$ cat src/rtl/pcs_pkg.sv
// Shared 1000BASE-X PCS transmit definitions: code-group constants, octet values
// of the special groups, transmit FSM states and 8B/10B sub-block tables.
package pcs_pkg;

    // Code groups, abcdei fghj, RD- / RD+ forms
    localparam logic [9:0] K28_5_RDN = 10'b0011111010;
    localparam logic [9:0] K28_5_RDP = 10'b1100000101;
    localparam logic [9:0] K27_7_RDN = 10'b1101101000;
    localparam logic [9:0] K27_7_RDP = 10'b0010010111;
    localparam logic [9:0] K29_7_RDN = 10'b1011101000;
    localparam logic [9:0] K29_7_RDP = 10'b0100010111;
    localparam logic [9:0] K23_7_RDN = 10'b1110101000;
    localparam logic [9:0] K23_7_RDP = 10'b0001010111;
    localparam logic [9:0] K30_7_RDN = 10'b0111101000;
    localparam logic [9:0] K30_7_RDP = 10'b1000010111;
    localparam logic [9:0] D5_6      = 10'b1010010110;
    localparam logic [9:0] D16_2_RDN = 10'b0110110101;
    localparam logic [9:0] D16_2_RDP = 10'b1001000101;

    // Octet values fed to the encoder for each special group
    localparam logic [7:0] OCT_K28_5 = 8'hBC;
    localparam logic [7:0] OCT_K27_7 = 8'hFB;
    localparam logic [7:0] OCT_K29_7 = 8'hFD;
    localparam logic [7:0] OCT_K23_7 = 8'hF7;
    localparam logic [7:0] OCT_K30_7 = 8'hFE;
    localparam logic [7:0] OCT_D5_6  = 8'hC5;
    localparam logic [7:0] OCT_D16_2 = 8'h50;

    // State names the class of the code group most recently emitted
    typedef enum logic [2:0] {
        ST_IDLE_K,
        ST_IDLE_D,
        ST_SOP,
        ST_DATA,
        ST_EOP_T,
        ST_EOP_R,
        ST_EOP_R2
    } tx_state_t;

    // D.x.7 takes the alternate A7 form to avoid a run of five equal bits
    function automatic logic use_alt7(input logic [4:0] x, input logic rd);
        if (rd)
            return (x == 5'd11) || (x == 5'd13) || (x == 5'd14);
        else
            return (x == 5'd17) || (x == 5'd18) || (x == 5'd20);
    endfunction

    function automatic logic [5:0] enc6_rdneg(input logic [4:0] x);
        logic [5:0] r;
        case (x)
            5'd0:  r = 6'b100111;  5'd1:  r = 6'b011101;
            5'd2:  r = 6'b101101;  5'd3:  r = 6'b110001;
            5'd4:  r = 6'b110101;  5'd5:  r = 6'b101001;
            5'd6:  r = 6'b011001;  5'd7:  r = 6'b111000;
            5'd8:  r = 6'b111001;  5'd9:  r = 6'b100101;
            5'd10: r = 6'b010101;  5'd11: r = 6'b110100;
            5'd12: r = 6'b001101;  5'd13: r = 6'b101100;
            5'd14: r = 6'b011100;  5'd15: r = 6'b010111;
            5'd16: r = 6'b011011;  5'd17: r = 6'b100011;
            5'd18: r = 6'b010011;  5'd19: r = 6'b110010;
            5'd20: r = 6'b001011;  5'd21: r = 6'b101010;
            5'd22: r = 6'b011010;  5'd23: r = 6'b111010;
            5'd24: r = 6'b110011;  5'd25: r = 6'b100110;
            5'd26: r = 6'b010110;  5'd27: r = 6'b110110;
            5'd28: r = 6'b001110;  5'd29: r = 6'b101110;
            5'd30: r = 6'b011110;  default: r = 6'b101011;
        endcase
        return r;
    endfunction

    function automatic logic [3:0] enc4_rdneg(input logic [2:0] y);
        logic [3:0] r;
        case (y)
            3'd0: r = 4'b1011;  3'd1: r = 4'b1001;
            3'd2: r = 4'b0101;  3'd3: r = 4'b1100;
            3'd4: r = 4'b1101;  3'd5: r = 4'b1010;
            3'd6: r = 4'b0110;  default: r = 4'b1110;
        endcase
        return r;
    endfunction

    // K28.y fghj chosen by the disparity entering the whole group
    function automatic logic [3:0] k28_4b_rdneg(input logic [2:0] y);
        logic [3:0] r;
        case (y)
            3'd0: r = 4'b0100;  3'd1: r = 4'b1001;
            3'd2: r = 4'b0101;  3'd3: r = 4'b0011;
            3'd4: r = 4'b0010;  3'd5: r = 4'b1010;
            3'd6: r = 4'b0110;  default: r = 4'b1000;
        endcase
        return r;
    endfunction

endpackage

$ cat src/rtl/pcs_8b10b_encoder.sv
// Combinational 8B/10B encoder for data (D.x.y) and control (K.x.y) octets,
// selecting the code-group form from the incoming running disparity.
module pcs_8b10b_encoder
    import pcs_pkg::*;
(
    input  logic [7:0] data,
    input  logic       is_k,
    input  logic       rd_in,
    output logic [9:0] code,
    output logic       rd_out
);

    logic [4:0] x;
    logic [2:0] y;
    logic       is_k28;
    logic [5:0] c6n;
    logic [5:0] code6;
    logic [3:0] c4n;
    logic [3:0] code4;
    logic       bal6;
    logic       bal4;
    logic       rd_mid;

    assign x      = data[4:0];
    assign y      = data[7:5];
    assign is_k28 = is_k && (x == 5'd28);

    always_comb begin
        c6n = is_k28 ? 6'b001111 : enc6_rdneg(x);
        bal6 = ($countones(c6n) == 3);
        // D.7 is balanced yet still has distinct RD- and RD+ forms
        code6 = (rd_in && (!bal6 || x == 5'd7)) ? ~c6n : c6n;
        rd_mid = bal6 ? rd_in : ~rd_in;

        c4n = (y == 3'd7 && (is_k || use_alt7(x, rd_in))) ? 4'b0111 : enc4_rdneg(y);
        if (is_k28)
            code4 = rd_in ? ~k28_4b_rdneg(y) : k28_4b_rdneg(y);
        else
            code4 = (rd_mid && (($countones(c4n) != 2) || y == 3'd3)) ? ~c4n : c4n;

        bal4   = ($countones(code4) == 2);
        rd_out = bal4 ? rd_mid : ~rd_mid;
        code   = {code6, code4};
    end

endmodule

$ cat src/rtl/transmisor.sv
// 1000BASE-X PCS transmit code-group generator: idle ordered sets and /S/../T/R/[R/]
// frame delimiting. Define PCS_TX_ERR_PROP_EN to propagate TX_ER as /V/.
module transmisor
    import pcs_pkg::*;
(
    input  logic       CLK,
    input  logic       RESET,
    input  logic [7:0] TXD,
    input  logic       TX_EN,
    input  logic       TX_ER,
    output logic [9:0] TX_CODE_GROUP,
    output logic       TX_EVEN,
    output logic       TX_DISP
);

    tx_state_t  state;
    tx_state_t  state_nxt;
    logic [7:0] enc_data;
    logic       enc_k;
    logic [9:0] enc_code;
    logic       enc_rd;

`ifndef PCS_TX_ERR_PROP_EN
    logic unused_tx_er;
    assign unused_tx_er = TX_ER;
`endif

    pcs_8b10b_encoder u_enc (
        .data   (enc_data),
        .is_k   (enc_k),
        .rd_in  (TX_DISP),
        .code   (enc_code),
        .rd_out (enc_rd)
    );

    always_ff @(posedge CLK or posedge RESET) begin
        if (RESET) begin
            state         <= ST_IDLE_K;
            TX_CODE_GROUP <= K28_5_RDN;
            TX_EVEN       <= 1'b1;
            TX_DISP       <= 1'b1;
        end else begin
            state         <= state_nxt;
            TX_CODE_GROUP <= enc_code;
            TX_EVEN       <= ~TX_EVEN;
            TX_DISP       <= enc_rd;
        end
    end

    always_comb begin
        state_nxt = state;
        enc_data  = OCT_K28_5;
        enc_k     = 1'b1;
        case (state)
            ST_IDLE_K: begin
                // D16.2 after a K28.5 that left RD+ brings the idle back to RD-
                enc_data  = TX_DISP ? OCT_D16_2 : OCT_D5_6;
                enc_k     = 1'b0;
                state_nxt = ST_IDLE_D;
            end
            ST_IDLE_D: begin
                if (TX_EN) begin
                    enc_data  = OCT_K27_7;
                    state_nxt = ST_SOP;
                end else begin
                    enc_data  = OCT_K28_5;
                    state_nxt = ST_IDLE_K;
                end
            end
            ST_SOP, ST_DATA: begin
                if (!TX_EN) begin
                    enc_data  = OCT_K29_7;
                    state_nxt = ST_EOP_T;
                end else begin
                    state_nxt = ST_DATA;
`ifdef PCS_TX_ERR_PROP_EN
                    if (TX_ER) begin
                        enc_data = OCT_K30_7;
                    end else begin
                        enc_data = TXD;
                        enc_k    = 1'b0;
                    end
`else
                    enc_data = TXD;
                    enc_k    = 1'b0;
`endif
                end
            end
            ST_EOP_T: begin
                enc_data  = OCT_K23_7;
                state_nxt = ST_EOP_R;
            end
            ST_EOP_R: begin
                // TX_EVEN still describes the current slot, so low means the next one is even
                if (!TX_EVEN) begin
                    enc_data  = OCT_K28_5;
                    state_nxt = ST_IDLE_K;
                end else begin
                    enc_data  = OCT_K23_7;
                    state_nxt = ST_EOP_R2;
                end
            end
            ST_EOP_R2: begin
                enc_data  = OCT_K28_5;
                state_nxt = ST_IDLE_K;
            end
            default: begin
                enc_data  = OCT_K28_5;
                state_nxt = ST_IDLE_K;
            end
        endcase
    end

endmodule

$ cat config.mk
export PLATFORM = sky130hd
export DESIGN_NAME = transmisor
export DESIGN_NICKNAME = d
export VERILOG_FILES = /design/src/rtl/pcs_pkg.sv /design/src/rtl/pcs_8b10b_encoder.sv /design/src/rtl/transmisor.sv
export SDC_FILE = /design/constraint.sdc
export NUM_CORES = 1
export LEC_CHECK = 0
export CORE_MARGIN = 2
export CORE_UTILIZATION = 50
export CTS_CLUSTER_DIAMETER = 80
export DETAILED_ROUTE_END_ITERATION = 12
export GPL_TIMING_DRIVEN = 1
export PLACE_DENSITY_LB_ADDON = 0.12
export SLEW_MARGIN = 40
export SYNTH_ARGS = -nofsm -noshare
export SYNTH_HDL_FRONTEND = slang
export SYNTH_SLANG_ARGS = --single-unit
export TNS_END_PERCENT = 5
$ cat constraint.sdc
create_clock -name CLK -period 5.5 [get_ports CLK]
set_clock_uncertainty 0.15 [all_clocks]
set_input_delay 1.1 -clock CLK [delete_from_list [all_inputs] [get_ports CLK]]
set_output_delay 1.1 -clock CLK [all_outputs]
set_load 0.005 [all_outputs]
==> After elaboration in Yosys (flattened, before gate mapping) <==
Memories as Yosys holds them, arrays and structs flattened.
Cells that the tools add are included.
Widths: inputs -> output; s select.
{ "word_totals": {"register_bits": 15, "mem_bits_ro": 192, "memories": 1, "elab_cells": 83, "output_inout_bits": 12, "input_bits": 12} }
{ "op_classes": {"mux": 23, "n_reduce_logical": 15, "n_bitwise": 6, "n_addsub": 11, "n_eq_ne": 23} }
{ "mem_list": {"columns": ["name", "depth", "word_bits", "read_ports", "rd_clocked_by_memory_dff", "wr", "line_no", "source"], "rows": [
  ["(name not given)", 32, 6, 1, 0, 0, "pcs_pkg.sv:50", "case (x)"]
]} }
{ "ops": {"columns": ["operator", "n"], "rows": [
  ["$add 32x32->32", 4],
  ["$eq 32x3->1 const B", 2],
  ["$pmux 4 s7", 2],
  ["$pmux 8 s5", 1],
  ["$ne 32x3->1 const B", 1],
  ["$eq 5x5->1 const B", 4],
  ["$mux 4", 5],
  ["$eq 3x3->1 const B", 6],
  ["$mux 8", 2],
  ["$eq 5x4->1 const B", 3],
  ["$pmux 3 s5", 1],
  ["$add 1x1->2", 7],
  ["$mux 7", 2],
  ["$eq 3x2->1 const B", 4],
  ["$mux 6", 2],
  ["$not 4->4", 2],
  ["$logic_or 1x1->1", 7],
  ["$eq 3x1->1 const B", 2],
  ["$logic_not 3->1", 2],
  ["$mux 3", 2],
  ["$not 6->6", 1],
  ["$eq 5x3->1 const B", 1],
  ["$logic_and 1x1->1", 4],
  ["$mux 1", 4],
  ["other kinds (5)", 7]
]} }

==> Logic depth before layout (Yosys ltp) <==
Gate-level depths: netlist of run 1.
{ "depth": {"ltp_word": 21, "mapped_depth": 27, "depth_no_buf": 25} }

==> By module <==
Synthesis of run 1 repeated with hierarchy kept, for this count alone.
{ "unflattened": {"cells_unflattened": 188, "hier_area_um2": 1721.7} }
{ "by_module_without_submodules": {"columns": ["module", "seq_area_each_um2", "cells_each", "area_each_um2", "instances"], "rows": [
  ["pcs_8b10b_encoder", 0.0, 126, 1046.0, 1],
  ["transmisor", 385.4, 62, 675.6, 1]
]} }

==> Worst setup path before layout of run 1 <==
OpenSTA, ideal clock, no wires.
{ "synth_path": {"kind": "in2reg", "from": "input TX_EN", "to": "register TX_DISP", "t_required_ns": 5.259, "setup_time_ns": 0.091, "n_path_buf": 3, "setup_slack_ns": -1.255, "cell_stages": 26, "t_arrival_ns": 6.514, "cell_sequence": "buf_4 nor2b_1 buf_2 a22oi_1 o21ai_0 inv_1 ha_1 clkbuf_1 o311a_1 a31oi_1 a211o_1 nand2_1 ha_1 ha_1 fa_1 nor3b_1 o21ai_0 a21oi_1 o32ai_1 and3_1 a211oi_1 ha_1 ha_1 fa_1 nand2_1 xnor2_1"} }
{ "synth_between": {"elab_chain_cells": 20, "word_cells_on_any_way": 58, "classes_between": "add/sub (11); eq/ne (17); mux (16); bitwise (3); reduce/logical (10); memory (1)"} }
{ "synth_rtl": {"columns": ["element", "line_no", "source"], "rows": [
  ["start: declaration", "transmisor.sv:9", "input logic TX_EN,"],
  ["parallel branches: the longest is 15 deep, another holds $add 32x32->32", null, null],
  ["$mux 4 *", "pcs_8b10b_encoder.sv:36", "if (is_k28)"],
  ["via enc_code[1]", "transmisor.sv:20", "logic [9:0] enc_code;"],
  ["$add 1x1->2 (not written as such) *", "pcs_8b10b_encoder.sv:41", "bal4 = ($countones(code4) == 2);"],
  ["$add 32x32->32 (not written as such) *", "pcs_8b10b_encoder.sv:41", null],
  ["$eq 32x3->1 *", "pcs_8b10b_encoder.sv:41", null],
  ["$mux 1 *", "pcs_8b10b_encoder.sv:42", "rd_out = bal4 ? rd_mid : ~rd_mid;"],
  ["via enc_rd", "transmisor.sv:21", "logic enc_rd;"],
  ["end signal: assignment", "transmisor.sv:46", "TX_DISP <= enc_rd;"],
  ["end: declaration", "transmisor.sv:13", "output logic TX_DISP"]
]} }
Mark *: on every way through the listed nets, which the timed path passes. The select of a mux whose other input is x is not followed.

==> Final worst setup path of run 1 <==
Ends and elaborated chain as after synthesis.

==> results of run 1 <==
==> area by class of cell <==
type / count / area share, %
multi-input cells: 157 / 52.8
repair buffers: 113 / 30.6
flip-flops and latches: 15 / 12.5
well taps: 46 / 1.86
inverters: 11 / 1.42
clock buffers: 3 / 0.728
clock inverters: 1 / 0.162
==> layout by cell type (no fill, tap or decap), types with 3 or more instances in the layout <==
cell             count
buf_4               83
nand3_1              5
ha_1                 5
xnor2_1              4
a21oi_2              4
nor2_1              15
dlymetal6s2s_1       3
a21oi_4              3
inv_1                7
inv_2                3
nand2b_1             3
buf_6                8
nand2_1              8
nand2_2              4
a21o_1               6
xor2_1               6
ha_4                10
fa_1                 3
clkdlybuf4s50_1     17
clkbuf_4             3
dfrtp_1              7
o21ai_0              4
dfstp_2              8
a21oi_1              6
nor2_4               3
==> metal layers <==
layer,vias up,track usage (%)
li1,927,-
met1,1064,38.6
met3,66,3.93
met5,-,0
met2,179,53.1
met4,0,14.2
==> worst reg2reg max path, delay by kind of cell, from the launching register on <==
kind / cells / cell delay, ps
and+or+nand+nor: 6 / 830
adders and majority gates: 7 / 2160
AOI/OAI and AO/OA: 5 / 1130
DFF: 1 / 590
buffers and inverters: 4 / 650
xor gates and xnor gates: 2 / 330
==> through the flow <==
stage / cell area [um^2] / setup slack [ps]
2_1_floorplan: 1860 / -584
3_3_place_gp: 2590 / -1140
3_5_place_dp: 2590 / -1330
4_1_cts: 2770 / -452
5_1_grt: 3090 / -734
6_report: 3090 / -620
==> worst paths after layout <==
check | cells past startpoint | to | startpoint
max in group asynchronous | 2 | state[2] | RESET
setup reg to reg | 24 | TX_DISP | state[1]
min in group asynchronous | 2 | TX_CODE_GROUP[2] | RESET
hold reg to reg | 2 | TX_EVEN | TX_EVEN
setup / recovery | 25 | TX_DISP | TX_EN
hold / removal | 2 | TX_EVEN | TX_EVEN
==> sequential cells by signal, indices dropped and copies added, names as in the netlist <==
signal / cells
TX_CODE_GROUP: 10
TX_EVEN: 1
state: 3
TX_DISP: 1
==> logic make-up after synthesis <==
| logic type | Yosys count | synth area share [%] |
|---|---|---|
| AOI/OAI and AO/OA | 63 | 30.5 |
| and+or+nand+nor | 61 | 19.5 |
| adders and majority gates | 21 | 16.8 |
| buffers and inverters | 19 | 5.15 |
| DFF | 15 | 22.0 |
| xor gates and xnor gates | 12 | 6.01 |
==> repair_timing <==
action,in CTS,in global routing
endpoints found under the setup margin,2,2
buffers inserted,10,13
pin swaps,24,38
gates cloned,0,0
resized for setup,21,46
==> results.txt, run 1 <==
Placed insts: 320
Final slew viol count: 0
Post-Route Setup TNS: -785 ps
Final setup vio count: 2
Final Util: 92.7%
Root buffer cell: clkbuf_4
Kind of critical path: input pin to flop
Hold WC Path Type: flop to flop
FF+latch area: 385 um^2
Mapped cell area: 0.00175 mm^2
Final WS setup: -620 ps
Commonest cells post-synth: nor2_1 (18), ha_1 (17), nand2_1 (11)
Site Rows: 21
Minimum clock period: 6120 ps
Synth area leaders: ha_1 (12%), dfstp_2 (12%), dfrtp_1 (10%)
Max-slew headroom: 58.1%
Final routed DRC violation total: 0
Die area: 0.00398 mm^2
First-pass GRT wire length: 9650 um
Crit path largest cell delay: 510 ps
Status: finished with violations
DR top layer: met4
Share of layout cells above drive strength 1: 56.3%
Total wire length: 7980 um
Dominant synthesized flop cell: dfstp_2
WP data arrival: 6240 ps
Post-synthesis sequential area ratio: 22.0%
Post-route ant nets: 0
CTS Sinks: 15
Area leader, netlist: ha_1
M1 WL: 2900 um
Die Ht: 63.1 um
Port buffer count: 22
Max cap viols: 0
Syn avg cell area: 9.15 um^2
# IOs: 24
Fin. Hold Viols: 0
Syn Inst Count: 191
GRT Util Overall: 31.0%
Vias in the first global route: 1973
Routability cong.: 0.887
Upper clock frequency limit: 163 MHz
Failing checks: setup timing
Area growth, synth to finish: 77.0%
Tightest Pin Transition: 628 ps
Crit-path max FO: 5
Worst path buffer plus inverter count: 3
Vias: 2236
WP data required: 5620 ps
Initial DRC count: 335
CTS tree: yes
Clock transition at the registers of the reported paths: 130 ps
Fin Hold WS: 436 ps
Routed met2 length: 3900 um
CP Capture Type: flop
Area of the multi-input gates: 0.00163 mm^2
Number of antenna violations at the first check in global routing: 0
R2R Setup Slk: -390 ps
Clock Latency Late Sink: 320 ps
Hpwl dp: 4210 um
Die X: 63.1 um
Cts bufs inserted: 3
Finished Layout Cells: 346
RSZ-0062 raised after global routing: yes
Number of flops mapped to enable cells by yosys: 0
Nets: 334
Routed wire per std cell: 23.1 um
Max clock buf depth: 2
Crit path max-delay family: adder cells
FFs w/ async S/R, synth: 100%
Vias per cell: 6.46
Largest net degree at the start of global routing: 16
WL met3: 590 um
# H-tree levels: 1
Synthesis-stage register bit count: 15
Post-Syn Nets: 224
Yosys cell types: 66
Hold_buf cts: 0
Final period util: 111%
Critical path's slowest cell: fa_1
Fill cell count: 108
Count leader, synth: nor2_1
Initial core utilization: 52.4%
N_diodes: 0
Synth warn: 0
Critical path startpoint category: input pin
CORE AREA: 0.00334 mm^2
Grt ovf: 0
Initial DRT Pass Iterations: 6
Area share of the largest cell type after synthesis: 12.2%
Power of run 1 is not shown: default switching activity piles up to over one toggle a cycle in this logic, so the estimate is an artifact.
==> run 2, diff against run 1 <==
CTS_CLUSTER_SIZE = 24   (was unset)
==> results of run 2 <==
No change in the layout: final DEF, timing and power equal those of run 1.
Power of run 2 is left out for the same reason.
